--- src/rtl/rs422_tx_arb.sv ---
// Two-source RS-422 transmit arbiter: grants one frame at a time to the reply (ack) or
// science source, paces bytes into the UART, and enforces an idle gap between frames.
`timescale 1ns/1ps
module rs422_tx_arb #(
  parameter int FRAME_LEN   = 268,
  parameter int GAP_CYC     = 2400,
  parameter int TIMEOUT_CYC = 12000
) (
  input  logic       clk,
  input  logic       rst,
  input  logic       ack_req,
  input  logic       ack_valid,
  input  logic       ack_last,
  input  logic [7:0] ack_data,
  input  logic       sci_req,
  input  logic       sci_valid,
  input  logic [7:0] sci_data,
  output logic       ack_gnt,
  output logic       sci_gnt,
  output logic       ack_rd,
  output logic       sci_rd,
  output logic [7:0] tx_data,
  output logic       tx_start,
  input  logic       tx_busy,
  output logic       frame_done,
  output logic       timeout_err,
  output logic       reply
);

  localparam int GAP_W = (GAP_CYC > 1) ? $clog2(GAP_CYC) : 1;
  localparam int TO_W  = (TIMEOUT_CYC > 1) ? $clog2(TIMEOUT_CYC) : 1;

  localparam logic [1:0] IDLE  = 2'd0;
  localparam logic [1:0] WAITB = 2'd1;
  localparam logic [1:0] SEND  = 2'd2;
  localparam logic [1:0] GAP   = 2'd3;

  localparam logic LW_SCI = 1'b0;
  localparam logic LW_ACK = 1'b1;

  logic [1:0]       state;
  logic             last_winner;
  logic [8:0]       byte_cnt;
  logic [TO_W-1:0]  to_cnt;
  logic [GAP_W-1:0] gap_cnt;
  logic             send_first;
  logic             last_flag;

  logic       src_valid;
  logic [7:0] src_data;
  logic       ack_wins;
  logic       frame_end;

  // Round-robin only breaks ties; a lone request always wins.
  always_comb begin
    src_valid = ack_gnt ? ack_valid : sci_valid;
    src_data  = ack_gnt ? ack_data  : sci_data;
    ack_wins  = ack_req && !(sci_req && (last_winner == LW_ACK));
    frame_end = ack_gnt ? last_flag : (byte_cnt == 9'(FRAME_LEN));
  end

  assign reply = (state != IDLE);

  always_ff @(posedge clk) begin
    if (rst) begin
      state       <= IDLE;
      last_winner <= LW_SCI;
      byte_cnt    <= '0;
      to_cnt      <= '0;
      gap_cnt     <= '0;
      send_first  <= 1'b0;
      last_flag   <= 1'b0;
      tx_data     <= '0;
      ack_gnt     <= 1'b0;
      sci_gnt     <= 1'b0;
      ack_rd      <= 1'b0;
      sci_rd      <= 1'b0;
      tx_start    <= 1'b0;
      frame_done  <= 1'b0;
      timeout_err <= 1'b0;
    end else begin
      ack_rd      <= 1'b0;
      sci_rd      <= 1'b0;
      tx_start    <= 1'b0;
      frame_done  <= 1'b0;
      timeout_err <= 1'b0;
      case (state)
        IDLE: begin
          // The grant is registered, so it becomes visible one cycle after arbitration.
          if (ack_req || sci_req) begin
            ack_gnt     <= ack_wins;
            sci_gnt     <= !ack_wins;
            last_winner <= ack_wins ? LW_ACK : LW_SCI;
            byte_cnt    <= '0;
            to_cnt      <= '0;
            state       <= WAITB;
          end
        end
        WAITB: begin
          // A byte arriving on the terminal count wins over the timeout.
          if (src_valid) begin
            tx_data    <= src_data;
            tx_start   <= 1'b1;
            ack_rd     <= ack_gnt;
            sci_rd     <= sci_gnt;
            last_flag  <= ack_gnt && ack_last;
            if (byte_cnt != 9'h1ff) byte_cnt <= byte_cnt + 1'b1;
            to_cnt     <= '0;
            send_first <= 1'b1;
            state      <= SEND;
          end else if (to_cnt == TO_W'(TIMEOUT_CYC - 1)) begin
            timeout_err <= 1'b1;
            ack_gnt     <= 1'b0;
            sci_gnt     <= 1'b0;
            gap_cnt     <= '0;
            state       <= GAP;
          end else begin
            to_cnt <= to_cnt + 1'b1;
          end
        end
        SEND: begin
          // tx_busy only rises the cycle after tx_start, so the first cycle is skipped.
          if (send_first) begin
            send_first <= 1'b0;
          end else if (!tx_busy) begin
            if (frame_end) begin
              frame_done <= 1'b1;
              ack_gnt    <= 1'b0;
              sci_gnt    <= 1'b0;
              gap_cnt    <= '0;
              state      <= GAP;
            end else begin
              state <= WAITB;
            end
          end
        end
        GAP: begin
          if (gap_cnt == GAP_W'(GAP_CYC - 1)) begin
            state <= IDLE;
          end else begin
            gap_cnt <= gap_cnt + 1'b1;
          end
        end
      endcase
    end
  end

endmodule

--- config.mk ---
export PLATFORM = sky130hd
export DESIGN_NAME = rs422_tx_arb
export DESIGN_NICKNAME = d
export VERILOG_FILES = /design/src/rtl/rs422_tx_arb.sv
export SDC_FILE = /design/constraint.sdc
export NUM_CORES = 1
export LEC_CHECK = 0
export ABC_AREA = 1
export BUFFER_PORTS_ARGS = -buffer_cell sky130_fd_sc_hd__buf_2
export CORE_MARGIN = 2
export CORE_UTILIZATION = 50
export DETAILED_ROUTE_END_ITERATION = 8
export PLACE_DENSITY = 0.71
export SYNTH_ARGS = -nofsm -noshare
export SYNTH_HDL_FRONTEND = slang
export SYNTH_SLANG_ARGS = --single-unit
export TNS_END_PERCENT = 20
--- constraint.sdc ---
create_clock -name clk -period 6.2 [get_ports clk]
set_clock_uncertainty 0.2 [all_clocks]
set_input_delay 0.62 -clock clk [delete_from_list [all_inputs] [get_ports clk]]
set_output_delay 0.62 -clock clk [all_outputs]
set_load 0.01 [all_outputs]
=== Yosys cells after proc, flatten, opt, wreduce, memory -nomap -nowiden ===
Index checks and enable logic that the tools add are counted.

* Register bits after elaboration: 55
* Latch bits: 0
* RAM bits: 0
* Memory bits (read-only): 0
* Input port bits: 24
* Memories kept: 0

* Add/sub/neg operators: 3
* Multipliers: 0
* Div/mod/pow operators: 0
* Magnitude comparators: 0
* Equality and inequality tests: 19
* Shift operators: 0
* Multiplexer cells: 41
* Bitwise operators: 3
* Reduce and logical (&&, ||, !) cells: 24

{| class="wikitable"
|+ Operators with widths
! kind !! number
|-
| $mux 12 || 6
|-
| $mux 14 || 3
|-
| $pmux 12 s3 || 1
|-
| $pmux 14 s2 || 1
|-
| $mux 9 || 3
|-
| $ne 2x2->1 const B || 10
|-
| $pmux 9 s2 || 1
|-
| $add 14x1->14 const B || 1
|-
| $eq 14x14->1 const B || 1
|-
| $mux 1 || 14
|-
| $mux 2 || 7
|-
| $reduce_and 7->1 || 2
|-
| $add 12x1->12 const B || 1
|-
| $eq 12x12->1 const B || 1
|-
| $add 9x1->9 const B || 1
|-
| $eq 9x9->1 const B || 1
|-
| $ne 9x9->1 const B || 1
|-
| $mux 8 || 1
|-
| $pmux 2 s4 || 1
|-
| $ne 3x3->1 const B || 2
|-
| $pmux 1 s3 || 2
|-
| $reduce_and 2->1 || 3
|-
| $reduce_bool 2->1 || 3
|-
| $reduce_bool 3->1 || 2
|-
| 14 further kinds || 21
|}

=== Depth between registers and ports, before layout ===
Gate-level depths: netlist of run 1.

* Depth after elaboration: 6
* Gate-level depth with buffers: 12
* Depth with buffers taken out: 12

=== Worst setup path after synthesis of run 1 ===
OpenSTA, ideal clock, no wires.

* Path kind: flip-flop to flip-flop
* From: register state[1]
* To: register to_cnt[3]
* Setup time: 0.116 ns
* Data arrival time: 1.640 ns
* Path slack: 4.244 ns
* Stages on the path, launching flop included: 12
* Path buffers: 2
* Period minus slack after synthesis: 1.956 ns
* Cells stage by stage: dfxtp_1 inv_1 ha_1 buf_2 inv_2 nand2_1 a21boi_2 nand2_4 inv_2 buf_6 nand2_1 and3_1

* Longest elaborated chain between the ends: 3

{| class="wikitable"
|+ RTL lines
! what !! line !! source
|-
| start, declared || 41 || <nowiki>logic [1:0] state;</nowiki>
|-
| start signal, assigned || 66 || <nowiki>state <= IDLE;</nowiki>
|-
| start signal, assigned || 96 || <nowiki>state <= WAITB;</nowiki>
|-
| start signal, assigned || 110 || <nowiki>state <= SEND;</nowiki>
|-
| $eq 2x1->1 or $logic_not 2->1 (tied branches) || 87 || <nowiki>case (state)</nowiki>
|-
| $ne 3x3->1 (no line), or another cell as far along || -- ||
|-
| $reduce_and 3->1 (no line) || -- ||
|-
| end signal, assigned || 118 || <nowiki>to_cnt <= to_cnt + 1'b1;</nowiki>
|-
| end, declared || 44 || <nowiki>logic [TO_W-1:0] to_cnt;</nowiki>
|}

Parallel ways exist; a longest one is shown, timed or not.
A chain may end at the register's enable or synchronous reset.

=== Final worst setup path of run 1 ===
* From: register ack_gnt
* To: register byte_cnt[5]

* Longest elaborated chain between the ends: 3

{| class="wikitable"
|+ RTL lines
! what !! line !! source
|-
| start, declared || 18 || <nowiki>output logic ack_gnt,</nowiki>
|-
| start signal, assigned || 91 || <nowiki>ack_gnt <= ack_wins;</nowiki>
|-
| $mux 1 || 56 || <nowiki>src_valid = ack_gnt ? ack_valid : sci_valid;</nowiki>
|-
| $ne 2x2->1 (no line) || -- ||
|-
| $reduce_and 4->1 (no line) || -- ||
|-
| end signal, assigned || 107 || <nowiki>if (byte_cnt != 9'h1ff) byte_cnt <= byte_cnt + 1'b1;</nowiki>
|-
| end, declared || 43 || <nowiki>logic [8:0] byte_cnt;</nowiki>
|}

Every way passes these cells.

==> results of run 1 <==
[power groups by stage]
stage                     Combinational [mW]  Sequential (mW)  Clock, mW
final                                  0.495            0.460      0.228
after global routing                   0.564            0.469      0.250
after CTS                              0.495            0.459      0.234
after detailed placement               0.492            0.467          0
after global placement                 0.489            0.467          0
after floorplan                        0.384            0.463          0
[layer usage]
metal  wire length (um)  GRT usage, %  vias to the layer above
met5                  0             0                        -
met4                 75          5.00                        0
met3                239          3.85                        9
met2               3210          37.0                       47
met1               3270          27.1                     1352
li1                   -             -                     1588
[logic make-up after synthesis]
| kind of cell | synth area share, % |
|---|---|
| AND/OR/NAND/NOR | 35.6 |
| adder cells (fa/ha/maj) | 3.72 |
| AO/OA/AOI/OAI | 15.0 |
| buffers and inverters | 9.00 |
| XOR/XNOR | 0.289 |
| flip-flops | 36.3 |
[how the worst max path moves through the flow]
stage	start	endpoint	slack, ns	cells past startpoint
after floorplan	state[1]	to_cnt[3]	4.24	11
after global placement	ack_gnt	byte_cnt[5]	3.73	9
after detailed placement	ack_gnt	byte_cnt[5]	3.77	9
after CTS	ack_gnt	byte_cnt[5]	3.75	9
after global routing	ack_gnt	byte_cnt[5]	3.51	9
final	ack_gnt	byte_cnt[5]	3.75	9
[sequential cells by signal, indices dropped and copies added (netlist names)]
name / cells
sci_gnt: 1
last_flag: 1
tx_data: 8
byte_cnt: 9
state: 2
timeout_err: 1
frame_done: 1
tx_start: 1
sci_rd: 1
to_cnt: 14
last_winner: 1
send_first: 1
gap_cnt: 12
ack_rd: 1
ack_gnt: 1
[cell usage after synthesis]
master	count
a21boi_2	1
buf_6	2
and3_1	2
buf_1	1
a32o_1	1
inv_2	4
ha_1	9
a21oi_1	28
nand3_2	2
clkinv_1	1
nand2_4	1
nor2_1	66
a21oi_2	1
o21bai_1	2
nor2_4	2
nor3_1	9
nor3b_1	1
a211oi_1	1
dfxtp_1	55
o21ai_1	1
a311oi_1	1
o21ai_0	34
clkbuf_1	4
nand2_1	130
nand3_1	25
xor2_1	1
or2_2	1
inv_1	54
a21boi_0	1
nand2_2	5
buf_2	2
a31oi_1	10
nand4_1	9
nor4_1	1
a21o_1	1
[stage by stage]
stage,total power [mW],instance area [um^2],hold slack (ns),utilization [%],setup slack [ns]
after floorplan,0.847,3030,0.241,-,4.24
after global placement,0.956,3270,0.252,55.5,3.73
after detailed placement,0.959,3270,0.256,55.5,3.77
after CTS,1.19,3370,0.271,57.2,3.75
after global routing,1.28,3370,0.299,57.2,3.51
final,1.18,3370,0.268,57.2,3.75
[tightest hold or removal path: stages, from the launching register on]
cell,delay (ns)
dfxtp_1,0.32
nand2_1,0.06
a21oi_1,0.05
[final cells by class]
class                   count  area [um^2]
clock buffers               6         72.6
clock inverters             1         30.0
fillers                   586         2520
inverters                  59          221
multi-input cells         346         1660
flip-flops and latches     55         1100
well taps                  75         93.8
repair buffers             39          195
==> metrics, run 1 <==
pin count of the biggest net entering global routing=23; YS warnings=0; insertion delay to the later sink of the worst-skew pair=0.30 ns; commonest non-fill, non-tap cells in the layout=130 x nand2_1, 66 x nor2_1, 55 x dfxtp_1; unrepaired setup endpoints after global routing=no; Post-CTS Resized=0; maximum VDD drop=0.208 mV; Cells after Synth=469; Hold Path Class=flip-flop to flip-flop; Sink Count=55; Port Buf Inserts=39; Detail Route Antenna Nets=0; vias per cell=5.16; initial core utilization=51.5%; Slew Limit Fails=0; placed cells=574; Num CTS Buffers=5; dominant cell type by area after synthesis=dfxtp_1; delay-heaviest family, CP=simple AND/OR/NAND/NOR gates; CP required=6.18 ns; reg2reg start=ack_gnt; Leakage=1.45 nW; Net Sw Power=500 uW; 1st-iter DRT viols=152; sequential share of power=38.9%; layout overhead on the synthesized area=11.2%; post-synthesis sequential area ratio=36.3%; status=completed; cell area power density=351 mW/mm^2; # DRC=0; Worst Hold Launch=last_winner; worst r2r path cells=9; hpwl dp=5050 um; CP Launch Type=flip-flop; CP peak stage delay=0.63 ns; initial antenna violation count=0; critical path class=flip-flop to flip-flop; # rows=28; Placeable Area=0.00589 mm^2; total global routing overflow=0; CTS clock-pin slew for the worst setup and hold paths=0.09 ns; Switching Fraction=42.3%; Fin. Hold Viols=0; Layout Nets=539; most common cell after layout, fill and taps aside=nand2_1; chip height=81.8 um; Hold EP=last_winner; Final Setup Violations=0; Hold Buf Count CTS=0; Global Route Usage Sum=21.2%; H-tree levels=2; R2R setup slack=3.75 ns; global placer's final weighted congestion=0.815; IO Pins=40; DR WL/cell=11.7 um; cells along the critical path=inv_2 > nand2_1 > nand2_1 > nand2_2 > nand3_1 > inv_1 > nand2_1 > nor3_1 > nor3_1; Worst Tran Pin Value=0.522 ns; first-pass GRT wire length=11,400 um; # diodes=0; Crit-path slowest cell=dfxtp_1; Period minus WS final=2.45 ns; fin crit share=39.5%; vias in the first global route=2,658; Syn Nets=502; CP max FO=13; Die Span X=81.8 um; DRT Wirelength=6800 um; share of Yosys cell area claimed by the top area cell type=36.3%; f_max=0.408 GHz; Via Count=2,996; Power Internal=682 uW; Bufs and invs on worst path=2; Root Buffer=clkbuf_8; normalized max-slew margin=65.2%; distinct cell type count after synthesis=35; Max-Cap Viols=0; synthesis-stage register bit count=55; critical path capture point type=flip-flop; full die area=0.00670 mm^2; worst path arrival time=2.43 ns; deepest clock path buffer count=2; CTS tree=done; synthesized area=0.00303 mm^2; combinational power share=41.9%; Synth area leaders=dfxtp_1 36%, nand2_1 16%, nor2_1 8.2%, inv_1 6.7%, o21ai_0 5.6%; TNS Setup=0 ns; TritonRoute pass-1 iters=4; share of cells above drive strength 1=12.3%; hold depth=2; RR Endpoint=byte_cnt[5]; Synth Area per Inst=6.46 um^2; Critical Path Most Common Cell=nand2_1; Non-Filler Instances=581; clock power share=19.3%; Setup Fix Bufs, Post-CTS=0
Note: power is estimated with default switching activity, not from simulation.
==> run 2: changes to the inputs <==
Clock period 6.2 ns to 2.4 ns, I/O delays scaled along.
==> metrics, run 2 (synthesis results as in run 1) <==
layout overhead on the synthesized area=20.3%; most flop-heavy register=to_cnt; full die area=0.00670 mm^2; H-tree levels=2; Final Setup Violations=0; Placeable Area=0.00589 mm^2; TNS Setup=0 ns; Non-Filler Instances=607; first-pass GRT wire length=11,400 um; # diodes=0; CTS tree=done; most common cell after layout, fill and taps aside=nand2_1; top flop regs=to_cnt (14), gap_cnt (12), byte_cnt (9); initial antenna violation count=0; worst r2r path cells=7; vias in the first global route=2,657; Detail Route Antenna Nets=0; # rows=28; # DRC=0; commonest non-fill, non-tap cells in the layout=130 x nand2_1, 66 x nor2_1, 55 x dfxtp_1; total global routing overflow=0; share of cells above drive strength 1=13.3%; post-layout util=61.9%; Hold EP=last_winner; insertion delay to the later sink of the worst-skew pair=0.31 ns; critical path capture point type=flip-flop; Net Sw Power=1.35 mW; Period minus WS final=2.28 ns; Max-Cap Viols=0; max reg flops=14; Final WS setup=0.124 ns; Root Buffer=clkbuf_8; hold depth=4; Hold Path Class=primary input to flip-flop; initial core utilization=51.5%; status=completed; fin crit share=94.8%; pre-CTS setup slack=0.218 ns; combinational power share=43.3%; Global Route Usage Sum=21.7%; normalized max-slew margin=67.4%; Layout Nets=564; unrepaired setup endpoints after global routing=no; CP required=2.41 ns; Slew Limit Fails=0; Placed Area=0.00330 mm^2; Num CTS Buffers=5; CP Launch Type=flip-flop; sequential share of power=35.3%; hpwl dp=5160 um; Worst Tran Pin Value=0.484 ns; gr busiest metal=met2; Switching Fraction=40.5%; TritonRoute pass-1 iters=4; cell area power density=915 mW/mm^2; CP max FO=15; Power Internal=1.98 mW; IO Pins=40; global placer's final weighted congestion=0.854; DRT Wirelength=7220 um; Leakage=1.59 nW; reg2reg start=state[1]; vias per cell=5.11; Final Cell Area=0.00364 mm^2; critical path class=flip-flop to flip-flop; M2 GR Usage=39.0%; DR WL/cell=11.9 um; clock power share=21.4%; f_max=0.439 GHz; met3 Track Usage GR=3.63%; Filler Cells Inserted=537; Worst Hold Launch=sci_req; 1st-iter DRT viols=166; Die Span X=81.8 um; R2R setup slack=0.12 ns; Hold Slack=0.129 ns; Fin. Hold Viols=0; maximum VDD drop=0.596 mV; GR met1 Demand/Resource=26.9%; pin count of the biggest net entering global routing=22; Port Buf Inserts=39; chip height=81.8 um; Via Count=3,099; Final Power=3.33 mW; Sink Count=55; deepest clock path buffer count=2; placed cells=579; CTS clock-pin slew for the worst setup and hold paths=0.10 ns; RR Endpoint=tx_data[6]; worst path arrival time=2.28 ns
[run 2: routing by layer]
layer,part of all wire (%),wire length (um)
met1,47,3370
met2,50,3570
met3,2.9,209
met4,0.85,61
met5,0,0
[run 2: timing repair]
action                     CTS  global route
hold endpoints to repair     9             1
gates resized for setup      0             4
setup endpoints to repair    0             8
buffers inserted             0             2
hold buffers                16             2
[run 2: worst max path at each step]
stage	start	endpoint	slack [ns]
2_1_floorplan	state[1]	to_cnt[3]	0.44
3_3_place_gp	state[0]	gap_cnt[1]	0.29
3_5_place_dp	state[1]	to_cnt[10]	0.22
4_1_cts	ack_gnt	tx_data[6]	0.09
5_1_grt	state[1]	gap_cnt[1]	0.0004
6_report	state[1]	tx_data[6]	0.12
[run 2: cell type report]
class | instances | area (um^2) | share of cell area, %
multi-input combinational | 346 | 1660 | 45.6
tap | 75 | 93.8 | 2.58
timing repair buffer | 64 | 428 | 11.7
inverter | 59 | 225 | 6.18
sequential | 55 | 1100 | 30.2
clock inverter | 2 | 60.1 | 1.65
clock buffer | 6 | 72.6 | 1.99
[run 2: worst max-delay path: stages (launching register included)]
cell,delay (ns)
dfxtp_1,0.39
inv_1,0.10
ha_1,0.24
nand3_2,0.15
clkinvlp_4,0.24
o21ai_0,0.22
a31oi_1,0.06
dlygate4sd3_1,0.57
[run 2: power groups by stage]
stage	sequential [mW]	combinational, mW	clock [mW]
6_report	1.18	1.44	0.714
5_1_grt	1.20	1.62	0.756
4_1_cts	1.18	1.39	0.733
3_5_place_dp	1.20	1.32	0
3_3_place_gp	1.19	1.31	0
2_1_floorplan	1.19	0.992	0
==> run 3: changes to the inputs <==
==> constraint.sdc (replaced) <==
create_clock -name clk -period 2.4 [get_ports clk]
set_clock_uncertainty 0.2 [all_clocks]
set_input_delay 0.12 -clock clk [delete_from_list [all_inputs] [get_ports clk]]
set_output_delay 0.12 -clock clk [all_outputs]
set_load 0.01 [all_outputs]
==> metrics, run 3 (synthesis results as in run 1) <==
status=completed; most common cell after layout, fill and taps aside=nand2_1; worst path arrival time=2.34 ns; Fin. Hold Viols=0; Num CTS Buffers=5; max reg flops=14; Worst Tran Pin Value=0.451 ns; vias in the first global route=2,822; share of cells above drive strength 1=13.6%; f_max=0.440 GHz; pre-CTS setup slack=0.205 ns; # diodes=0; vias per cell=5.09; maximum VDD drop=0.466 mV; Port Buf Inserts=39; deepest clock path buffer count=2; hpwl dp=5240 um; top flop regs=to_cnt (14), gap_cnt (12), byte_cnt (9); register area=0.00110 mm^2; Root Buffer=clkbuf_8; most flop-heavy register=to_cnt; Die Span X=81.8 um; chip height=81.8 um; CTS tree=done; Bufs and invs on worst path=4; Detail Route Antenna Nets=0; normalized max-slew margin=69.9%; CP required=2.46 ns; delay-heaviest family, CP=buffers and inverters; Sink Count=55; area of the multi-input gates=0.00166 mm^2; initial core utilization=51.5%; Max-Cap Viols=0; 1st-iter DRT viols=139; Final Setup Violations=0; pin count of the biggest net entering global routing=22; # DRC=0; TNS Setup=0 ns; IO Pins=40; Final WS setup=0.128 ns; fin crit share=94.7%; Hold Path Class=primary input to flip-flop; Slew Limit Fails=0; DRT Wirelength=7270 um; TritonRoute pass-1 iters=4; Global Route Usage Sum=22.9%; insertion delay to the later sink of the worst-skew pair=0.31 ns; Placeable Area=0.00589 mm^2; cell area power density=895 mW/mm^2; cells along the critical path=inv_1 > ha_1 > nand3_2 > clkinvlp_4 > buf_4 > a31oi_1 > dlygate4sd3_1; CP Launch Type=flip-flop; commonest non-fill, non-tap cells in the layout=130 x nand2_1, 66 x nor2_1, 54 x dfxtp_1; global placer's final weighted congestion=0.844; CTS clock-pin slew for the worst setup and hold paths=0.10 ns; critical path capture point type=flip-flop; initial antenna violation count=0; first-pass GRT wire length=12,000 um; Period minus WS final=2.27 ns; Crit-path slowest cell=dlygate4sd3_1; full die area=0.00670 mm^2; Leakage=1.60 nW; CP max FO=16; layout overhead on the synthesized area=20.8%; Filler Cells Inserted=560; critical path class=flip-flop to flip-flop; # rows=28; DR WL/cell=11.9 um; total global routing overflow=0; H-tree levels=2; Layout Nets=567; Via Count=3,102; CP peak stage delay=0.57 ns
-- run 3: cell types whose count changed in the layout (fill, tap and decap cells not counted), sizes merged --
cell         previous run  this run
dlygate4sd3            18        21
clkinv                  1         2
bufinv                  2         1
-- run 3: path summary, 6_finish.rpt --
check / slack [ns] / cells after the start / from / to
worst min register to register: 0.27 / 2 / last_winner / last_winner
worst min-delay path: 0.03 / 5 / rst / byte_cnt[0]
worst max-delay path: 0.13 / 7 / state[1] / tx_data[5]
worst max register to register: 0.13 / 7 / state[1] / tx_data[5]
-- run 3: final cells by class --
| type | count | share of cell area (%) |
|---|---|---|
| well taps | 75 | 2.56 |
| repair buffers | 67 | 12.5 |
| clock inverters | 2 | 0.957 |
| flip-flops and latches | 55 | 30.1 |
| multi-input cells | 346 | 45.4 |
| inverters | 59 | 6.15 |
| clock buffers | 6 | 2.26 |
-- run 3: metal layers --
metal	track usage, %	part of all wire [%]
met1	27.7	46
met4	7.17	1.2
met2	41.1	49
met5	0	0
met3	3.85	3.7
-- run 3: where the power goes --
part / leakage (nW) / switching [mW] / internal, mW
Sequential: 0.447 / 0.123 / 1.06
Combinational: 1.09 / 0.925 / 0.526
Clock: 0.0612 / 0.307 / 0.338
Total: 1.60 / 1.35 / 1.92
-- run 3: metrics by stage --
step	hold WS [ns]	util (%)	instances	total power, mW	cell area (um^2)
after floorplan	0.00392	-	469	2.19	3030
after global placement	0.142	56.3	580	2.50	3310
after detailed placement	0.163	56.3	580	2.53	3310
after CTS	0.0213	61.8	609	3.25	3640
after global routing	0.0656	62.2	610	3.54	3660
final	0.0290	62.2	610	3.28	3660
-- run 3: worst register-to-register path: stages, from the launching register on --
cell,delay (ns)
dfxtp_2,0.37
inv_1,0.08
ha_1,0.23
nand3_2,0.17
clkinvlp_4,0.26
buf_4,0.21
a31oi_1,0.14
dlygate4sd3_1,0.57
-- run 3: repair_timing --
action                                  CTS  global route
buffers inserted                          0             1
hold buffers                             21             0
endpoints found under the hold margin    11             0
endpoints found under the setup margin    0            13
resized for setup                         0             5
